<file path="config.mk">
export PLATFORM = sky130hd
export DESIGN_NAME = uart_rx_buffered
export DESIGN_NICKNAME = d
export VERILOG_FILES = /design/src/rtl/uart_rx_pkg.sv /design/src/rtl/sync_fifo_fwft.sv /design/src/rtl/uart_rx_buffered.sv
export SDC_FILE = /design/constraint.sdc
export NUM_CORES = 1
export LEC_CHECK = 0
export CORE_ASPECT_RATIO = 0.9
export CORE_MARGIN = 5
export CORE_UTILIZATION = 45
export DETAILED_ROUTE_END_ITERATION = 16
export PLACE_DENSITY = 0.66
export SLEW_MARGIN = 20
export SYNTH_ARGS = -nofsm -noshare
export SYNTH_HDL_FRONTEND = slang
export SYNTH_SLANG_ARGS = --single-unit
</file>
<file path="constraint.sdc">
create_clock -name clk -period 3.5 [get_ports clk]
set_input_delay 0.7 -clock clk [delete_from_list [all_inputs] [get_ports clk]]
set_output_delay 0.7 -clock clk [all_outputs]
set_load 0.1 [all_outputs]
</file>
<file path="src/rtl/uart_rx_pkg.sv">
// Shared types and constants for the buffered UART receiver.
// Holds the receive FSM states, the FIFO entry layout and the majority-vote helper.
package uart_rx_pkg;

    typedef enum logic [2:0] {
        IDLE,
        START,
        DATA,
        PARITY,
        STOP,
        WAIT_HIGH
    } rx_state_e;

    // FIFO entry layout: {break, parity_err, frame_err, data[7:0]}
    localparam int BRK_BIT  = 10;
    localparam int PERR_BIT = 9;
    localparam int FERR_BIT = 8;
    localparam int ENTRY_W  = 11;

    localparam int MIN_DIV = 16;

    function automatic logic majority3(input logic [2:0] s);
        return (s[0] & s[1]) | (s[0] & s[2]) | (s[1] & s[2]);
    endfunction

endpackage

</file>
<file path="src/rtl/sync_fifo_fwft.sv">
// Single-clock first-word-fall-through FIFO; the head entry is visible whenever not empty.
// A push into a full FIFO is accepted only when a pop frees the slot in the same cycle.
module sync_fifo_fwft #(
    parameter  int WIDTH = 11,
    parameter  int DEPTH = 8,
    localparam int AW    = $clog2(DEPTH),
    localparam int LW    = AW + 1
) (
    input  logic             clk,
    input  logic             rst_n,
    input  logic             push,
    input  logic [WIDTH-1:0] push_data,
    input  logic             pop,
    output logic [WIDTH-1:0] pop_data,
    output logic             full,
    output logic             empty,
    output logic [LW-1:0]    level
);

    logic [WIDTH-1:0] mem [DEPTH];
    logic [AW:0]      wr_ptr;
    logic [AW:0]      rd_ptr;
    logic             do_push;
    logic             do_pop;

    assign empty   = (wr_ptr == rd_ptr);
    assign full    = (wr_ptr[AW] != rd_ptr[AW]) && (wr_ptr[AW-1:0] == rd_ptr[AW-1:0]);
    assign level   = wr_ptr - rd_ptr;
    assign do_pop  = pop && !empty;
    assign do_push = push && (!full || do_pop);

    // Empty reads return zero so the head bus is never stale or unknown.
    assign pop_data = empty ? '0 : mem[rd_ptr[AW-1:0]];

    // NOTE: the storage array has no reset; only the pointers define which entries are valid.
    always_ff @(posedge clk) begin
        if (do_push) begin
            mem[wr_ptr[AW-1:0]] <= push_data;
        end
    end

    // NOTE: sequential state always uses non-blocking assignments so every flop samples pre-edge values.
    always_ff @(posedge clk or negedge rst_n) begin
        if (!rst_n) begin
            wr_ptr <= '0;
            rd_ptr <= '0;
        end else begin
            if (do_push) wr_ptr <= wr_ptr + 1'b1;
            if (do_pop)  rd_ptr <= rd_ptr + 1'b1;
        end
    end

endmodule

</file>
<file path="src/rtl/uart_rx_buffered.sv">
// UART receiver with runtime frame format, majority-vote sampling, error/break flags
// and a first-word-fall-through receive FIFO with sticky overrun.
module uart_rx_buffered
    import uart_rx_pkg::*;
#(
    parameter int FIFO_DEPTH = 8,
    parameter int DIV_W      = 12,
    parameter int LVL_W      = $clog2(FIFO_DEPTH + 1)
) (
    input  logic             clk,
    input  logic             rst_n,
    input  logic             rxd,
    input  logic [DIV_W-1:0] cfg_div,
    input  logic [1:0]       cfg_data_bits,
    input  logic             cfg_parity_en,
    input  logic             cfg_parity_odd,
    input  logic             cfg_stop2,
    output logic             rd_valid,
    input  logic             rd_ready,
    output logic [7:0]       rd_data,
    output logic             rd_frame_err,
    output logic             rd_parity_err,
    output logic             rd_break,
    output logic [LVL_W-1:0] fifo_level,
    output logic             overrun,
    input  logic             clr_overrun,
    output logic             busy
);

    rx_state_e        state;
    rx_state_e        state_nxt;
    logic             sync1;
    logic             sync2;
    logic [1:0]       hist;
    logic             voted;
    logic             fall_edge;
    logic [DIV_W-1:0] cnt;
    logic [DIV_W-1:0] div_q;
    logic [1:0]       bits_q;
    logic             par_en_q;
    logic             odd_q;
    logic             stop2_q;
    logic [2:0]       bit_idx;
    logic             stop_idx;
    logic [7:0]       shreg;
    logic             par_bit;
    logic             ferr_q;
    logic             sample;
    logic             last_bit;
    logic             brk_now;
    logic             frame_done;
    logic             perr_calc;
    logic             push_q;
    logic [ENTRY_W-1:0] entry_q;
    logic [ENTRY_W-1:0] head;
    logic             fifo_full;
    logic             fifo_empty;

    always_ff @(posedge clk or negedge rst_n) begin
        if (!rst_n) begin
            sync1 <= 1'b1;
            sync2 <= 1'b1;
            hist  <= 2'b11;
        end else begin
            sync1 <= rxd;
            sync2 <= sync1;
            hist  <= {hist[0], sync2};
        end
    end

    assign voted     = majority3({hist, sync2});
    assign fall_edge = hist[0] & ~sync2;
    assign last_bit  = (bit_idx == ({1'b0, bits_q} + 3'd4));
    assign perr_calc = par_en_q & ~brk_now & (^shreg ^ par_bit ^ odd_q);

    // Break is decided on the first stop sample so one long low ends the frame early.
    assign brk_now    = (state == STOP) && sample && !stop_idx && !voted
                        && (shreg == 8'h00) && (!par_en_q || !par_bit);
    assign frame_done = (state == STOP) && sample && (brk_now || (stop_idx == stop2_q));

    // NOTE: every combinational output gets a default first so no path can infer a latch.
    always_comb begin
        sample = 1'b0;
        case (state)
            START:              sample = (cnt == (div_q >> 1));
            DATA, PARITY, STOP: sample = (cnt == div_q - DIV_W'(1));
            default:            sample = 1'b0;
        endcase
    end

    always_comb begin
        state_nxt = state;
        case (state)
            IDLE:      if (fall_edge) state_nxt = START;
            START:     if (sample) state_nxt = voted ? IDLE : DATA;
            DATA:      if (sample && last_bit) state_nxt = par_en_q ? PARITY : STOP;
            PARITY:    if (sample) state_nxt = STOP;
            STOP:      if (frame_done) state_nxt = brk_now ? WAIT_HIGH : IDLE;
            WAIT_HIGH: if (sync2) state_nxt = IDLE;
            default:   state_nxt = IDLE;
        endcase
    end

    always_ff @(posedge clk or negedge rst_n) begin
        if (!rst_n) state <= IDLE;
        else        state <= state_nxt;
    end

    always_ff @(posedge clk or negedge rst_n) begin
        if (!rst_n) begin
            cnt      <= '0;
            div_q    <= DIV_W'(MIN_DIV);
            bits_q   <= 2'd3;
            par_en_q <= 1'b0;
            odd_q    <= 1'b0;
            stop2_q  <= 1'b0;
            bit_idx  <= '0;
            stop_idx <= 1'b0;
            shreg    <= '0;
            par_bit  <= 1'b0;
            ferr_q   <= 1'b0;
            push_q   <= 1'b0;
            entry_q  <= '0;
        end else begin
            push_q <= frame_done;
            if (state == IDLE || state == WAIT_HIGH || sample) cnt <= '0;
            else                                               cnt <= cnt + DIV_W'(1);

            // Frame format is frozen at the start edge for the whole frame.
            if (state == IDLE && fall_edge) begin
                div_q    <= (cfg_div < DIV_W'(MIN_DIV)) ? DIV_W'(MIN_DIV) : cfg_div;
                bits_q   <= cfg_data_bits;
                par_en_q <= cfg_parity_en;
                odd_q    <= cfg_parity_odd;
                stop2_q  <= cfg_stop2;
                bit_idx  <= '0;
                stop_idx <= 1'b0;
                shreg    <= '0;
                par_bit  <= 1'b0;
                ferr_q   <= 1'b0;
            end

            if (state == DATA && sample) begin
                shreg[bit_idx] <= voted;
                bit_idx        <= bit_idx + 3'd1;
            end
            if (state == PARITY && sample) par_bit <= voted;
            if (state == STOP && sample) begin
                stop_idx <= 1'b1;
                if (!voted) ferr_q <= 1'b1;
            end
            if (frame_done) entry_q <= {brk_now, perr_calc, ferr_q | ~voted, shreg};
        end
    end

    sync_fifo_fwft #(
        .WIDTH(ENTRY_W),
        .DEPTH(FIFO_DEPTH)
    ) u_fifo (
        .clk       (clk),
        .rst_n     (rst_n),
        .push      (push_q),
        .push_data (entry_q),
        .pop       (rd_ready),
        .pop_data  (head),
        .full      (fifo_full),
        .empty     (fifo_empty),
        .level     (fifo_level)
    );

    // A full FIFO loses the new frame unless the consumer pops in the same cycle; set wins over clear.
    always_ff @(posedge clk or negedge rst_n) begin
        if (!rst_n)                               overrun <= 1'b0;
        else if (push_q && fifo_full && !rd_ready) overrun <= 1'b1;
        else if (clr_overrun)                     overrun <= 1'b0;
    end

    assign rd_valid      = !fifo_empty;
    assign rd_data       = head[7:0];
    assign rd_frame_err  = head[FERR_BIT];
    assign rd_parity_err = head[PERR_BIT];
    assign rd_break      = head[BRK_BIT];
    assign busy          = (state != IDLE);

endmodule

</file>
==> run_summary.xml <==
<?xml version="1.0" encoding="UTF-8"?>
<metrics>
  <group name="synth">
    <metric name="avgSynthCellArea" unit="um2">13.08</metric>
    <metric name="yosysUniqueCellTypes" unit="">58</metric>
    <metric name="synth_top_cells_by_area" unit="">edfxtp_1, dfrtp_1, mux4_2</metric>
    <metric name="synth.yosys.seq_area_share" unit="%">59.58</metric>
    <metric name="yosysMostFrequentCell" unit="">edfxtp_1</metric>
    <metric name="synth_area" unit="mm2">0.007432</metric>
    <metric name="synth_top_cell_area_share" unit="%">35.56</metric>
    <metric name="netlist.top_cell.by_area" unit="">edfxtp_1</metric>
    <metric name="ys_async_sr_fraction" unit="%">44.65</metric>
    <metric name="synth-edff-count" unit="">88</metric>
    <metric name="syn_inst" unit="">568</metric>
    <metric name="syn_nets" unit="">603</metric>
    <metric name="yosysWarnings" unit="">0</metric>
    <metric name="synth_seq_cells" unit="">159</metric>
    <metric name="synth.cells.most_frequent" unit="">edfxtp_1, dfrtp_1, nand2_1</metric>
    <metric name="ys.flop_type" unit="">edfxtp_1</metric>
  </group>
  <group name="critical_path">
    <metric name="timing.rr.end" unit="">state[0]</metric>
    <metric name="critical_path_peak_fanout" unit="">20</metric>
    <metric name="critical_path.reg2reg.startpoint" unit="">div_q[1]</metric>
    <metric name="crit_path_start_kind" unit="">register</metric>
    <metric name="cells_on_worst_reg2reg_path" unit="">11</metric>
    <metric name="criticalPathCategory" unit="">reg -&gt; reg</metric>
    <metric name="arrival" unit="ns">3.57</metric>
    <metric name="worst_ep_required_time" unit="ns">3.80</metric>
    <metric name="r2r_slack" unit="ns">0.22</metric>
    <metric name="crit_path_end" unit="">state[0]</metric>
    <metric name="crit_path_start" unit="">div_q[1]</metric>
    <metric name="end_kind" unit="">register</metric>
  </group>
  <group name="floorplanning">
    <metric name="i_o_pins" unit="">40</metric>
    <metric name="floorplan.die.width" unit="um">145.5</metric>
    <metric name="placeableCoreArea" unit="mm2">0.01619</metric>
    <metric name="initial_utilization" unit="%">45.92</metric>
    <metric name="fp.dieArea" unit="mm2">0.01919</metric>
    <metric name="std_cell_rows" unit="">44</metric>
    <metric name="floorplan.die.height" unit="um">131.9</metric>
  </group>
  <group name="timing">
    <metric name="worst_slew_margin_rel" unit="%">35.66</metric>
    <metric name="rsz_0062_raised_after_global_routing" unit="">no</metric>
    <metric name="clock-skew-final" unit="ns">0.008694</metric>
    <metric name="period_needed" unit="ns">3.275</metric>
    <metric name="final-setup-viol-count" unit="">0</metric>
    <metric name="final.period_utilization" unit="%">93.58</metric>
    <metric name="achievable-frequency" unit="GHz">0.3053</metric>
    <metric name="worst_pin_slew" unit="ns">0.9620</metric>
    <metric name="report.final.hold_viol_count" unit="">0</metric>
    <metric name="max_slew_violation_count" unit="">0</metric>
  </group>
  <group name="pwr">
    <metric name="clkPwrFrac" unit="%">23.2</metric>
    <metric name="irDropWorstVdd" unit="uV">982.6</metric>
    <metric name="seqPwrFrac" unit="%">32.7</metric>
    <metric name="intPower" unit="mW">4.288</metric>
    <metric name="power_frac_comb" unit="%">44.1</metric>
    <metric name="netSwitchingFraction" unit="%">40.89</metric>
    <metric name="power.density" unit="mW/mm2">821.4</metric>
    <metric name="switching_power" unit="mW">2.966</metric>
    <metric name="power.leakage" unit="nW">3.262</metric>
    <metric name="report.power.total" unit="mW">7.254</metric>
  </group>
  <group name="global_routing">
    <metric name="grt_overflow_total" unit="">0</metric>
    <metric name="first_global_vias" unit="">4718</metric>
    <metric name="grt_start_max_net_pins" unit="">72</metric>
    <metric name="grt_antenna_before_repair" unit="">0</metric>
    <metric name="grt_pass1_wl" unit="um">25000</metric>
    <metric name="grt.total_usage" unit="%">16.22</metric>
  </group>
  <group name="layout">
    <metric name="drive_above_1_share" unit="%">20.60</metric>
    <metric name="regArea" unit="mm2">0.004428</metric>
    <metric name="syn2layout_area_growth" unit="%">18.82</metric>
    <metric name="finish.net_count" unit="">653</metric>
    <metric name="final_cell_count_no_fill" unit="">838</metric>
    <metric name="multi_input_comb_area" unit="mm2">0.002755</metric>
    <metric name="fillers" unit="">1357</metric>
    <metric name="diodes" unit="">0</metric>
  </group>
  <group name="clock_network">
    <metric name="clockBufferDepth" unit="">2</metric>
    <metric name="htree_levels" unit="">4</metric>
    <metric name="numClockSinks" unit="">159</metric>
    <metric name="cts_tree" unit="">yes</metric>
    <metric name="cts_buffers" unit="">17</metric>
    <metric name="cts.clk_slew.worst_paths" unit="ns">0.06</metric>
    <metric name="worst_skew_pair.late_latency" unit="ns">0.42</metric>
    <metric name="clock_tree.root_cell" unit="">clkbuf_16</metric>
  </group>
  <group name="hold_path">
    <metric name="min_path_cells" unit="">0</metric>
    <metric name="hold_class" unit="">reg -&gt; reg</metric>
  </group>
  <group name="flow_run">
    <metric name="timing.max_cap.violations" unit="">0</metric>
  </group>
  <group name="routing">
    <metric name="drt-total-wl" unit="um">14700</metric>
    <metric name="wl_cell" unit="um">17.55</metric>
    <metric name="route.detailed.drc" unit="">0</metric>
    <metric name="num_vias" unit="">4705</metric>
    <metric name="vias_per_cell" unit="">5.615</metric>
    <metric name="drt_pre_antenna_iters" unit="">5</metric>
    <metric name="final_antenna_net_count" unit="">0</metric>
    <metric name="detailedRoute.firstIterationViolations" unit="">314</metric>
  </group>
  <group name="placement">
    <metric name="routabilityCongestion" unit="">0.9089</metric>
    <metric name="place.port_buffers" unit="">39</metric>
    <metric name="place.detailed.instances" unit="">806</metric>
    <metric name="hpwl" unit="um">10070</metric>
  </group>
  <group name="status">
    <metric name="run_status" unit="">complete, no violations</metric>
  </group>
</metrics>
[registers in the layout, indices dropped and copies added (netlist names), 2 cells and up]
name / count
bit_idx: 3
bits_q: 2
cnt: 12
div_q: 12
entry_q: 11
hist: 2
shreg: 8
state: 3
u_fifo.mem: 88
u_fifo.rd_ptr: 4
u_fifo.wr_ptr: 4
[final cells by class]
type                            count  area share, %
Multi-Input combinational cell    345          31.20
Sequential cell                   159          50.14
Clock inverter                     13          1.190
Inverter                           30          1.275
Timing Repair Buffer               65          8.359
Tap cell                          207          2.933
Clock buffer                       19          4.902
[placed cells by master (no fill, tap or decap), types with 4 or more instances in the layout]
cell | Yosys | routed
nand3_1 | 15 | 15
nor2_1 | 15 | 15
mux2i_1 | 12 | 12
mux4_2 | 22 | 22
clkdlybuf4s50_1 | 0 | 21
edfxtp_1 | 88 | 88
a31oi_1 | 4 | 4
inv_1 | 30 | 30
mux2_2 | 13 | 13
nand4_1 | 6 | 6
nor3_1 | 25 | 25
nor2b_1 | 7 | 7
nor4_1 | 13 | 13
clkbuf_16 | 0 | 17
inv_6 | 0 | 5
xor2_1 | 11 | 11
and3_1 | 5 | 5
or3_1 | 6 | 5
a211oi_1 | 4 | 4
nand2b_1 | 4 | 4
dfstp_2 | 7 | 7
nand4b_1 | 4 | 4
xnor2_1 | 26 | 25
ha_1 | 12 | 12
nand2_1 | 54 | 54
a21oi_1 | 19 | 19
buf_12 | 0 | 16
buf_4 | 2 | 27
o21ai_0 | 11 | 11
o22ai_1 | 4 | 4
a22o_1 | 6 | 6
dfrtp_1 | 64 | 64
mux2_4 | 8 | 8
[worst max-delay path: stages, from the launching register on]
cell and delay (ns):
dfrtp_1 0.42, inv_1 0.11, ha_1 0.20, or3b_1 0.45
or4_1 0.43, a31oi_1 0.21, xor2_1 0.12, nor4_4 0.26
nand2_1 0.12, buf_4 0.22, or3_1 0.37, a222oi_1 0.25
[per-layer routing]
layer | up-vias | part of all wire [%] | track usage (%)
met3 | 14 | 4.7 | 4.641
met5 | - | 0 | 0
met2 | 115 | 49 | 26.31
met1 | 2350 | 45 | 21.89
met4 | 0 | 0.85 | 3.731
li1 | 2226 | - | -
[how the worst min path moves through the flow]
stage	start	endpoint	slack, ns
global placement	sync1	sync2	0.35
global route	sync1	sync2	0.37
floorplan	sync1	sync2	0.35
CTS	sync1	sync2	0.36
detailed placement	sync1	sync2	0.35
finish	sync1	sync2	0.36
[metrics by stage]
step	setup WS (ns)	cell area (um2)	TNS [ns]	utilization (%)	hold WS [ns]
2_1_floorplan	-0.4211	7440	-4.459	-	0.3452
3_3_place_gp	0.2196	8288	0	51.21	0.3475
3_5_place_dp	0.08876	8288	0	51.21	0.3501
4_1_cts	0.07665	8826	0	54.53	0.3591
5_1_grt	0.02092	8831	0	54.56	0.3671
6_report	0.2246	8831	0	54.56	0.3603
[cell families after synthesis]
| logic type | after synthesis | synth area share [%] |
|---|---|---|
| adder cells (fa/ha/maj) | 13 | 2.290 |
| flip-flops | 159 | 59.58 |
| AND/OR/NAND/NOR | 171 | 12.19 |
| AO/OA/AOI/OAI | 69 | 6.195 |
| multiplexers | 55 | 11.87 |
| XOR/XNOR | 37 | 4.360 |
| buffers and inverters | 64 | 3.518 |
[power by group through the flow]
stage	clock network (mW)	registers [mW]	logic, mW
after floorplan	0	2.30	2.32
after global placement	0	2.39	3.17
after detailed placement	0	2.40	3.21
after CTS	1.72	2.37	3.22
after global routing	1.82	2.40	3.40
final	1.68	2.38	3.20
[timing repair]
action | in CTS | in global routing
setup endpoints to repair | 0 | 9
hold endpoints to repair | 0 | 0
hold buffers | 0 | 0
buffers inserted | 0 | 0
gates resized for setup | 0 | 1
Note: power is estimated with default switching activity, not from simulation.
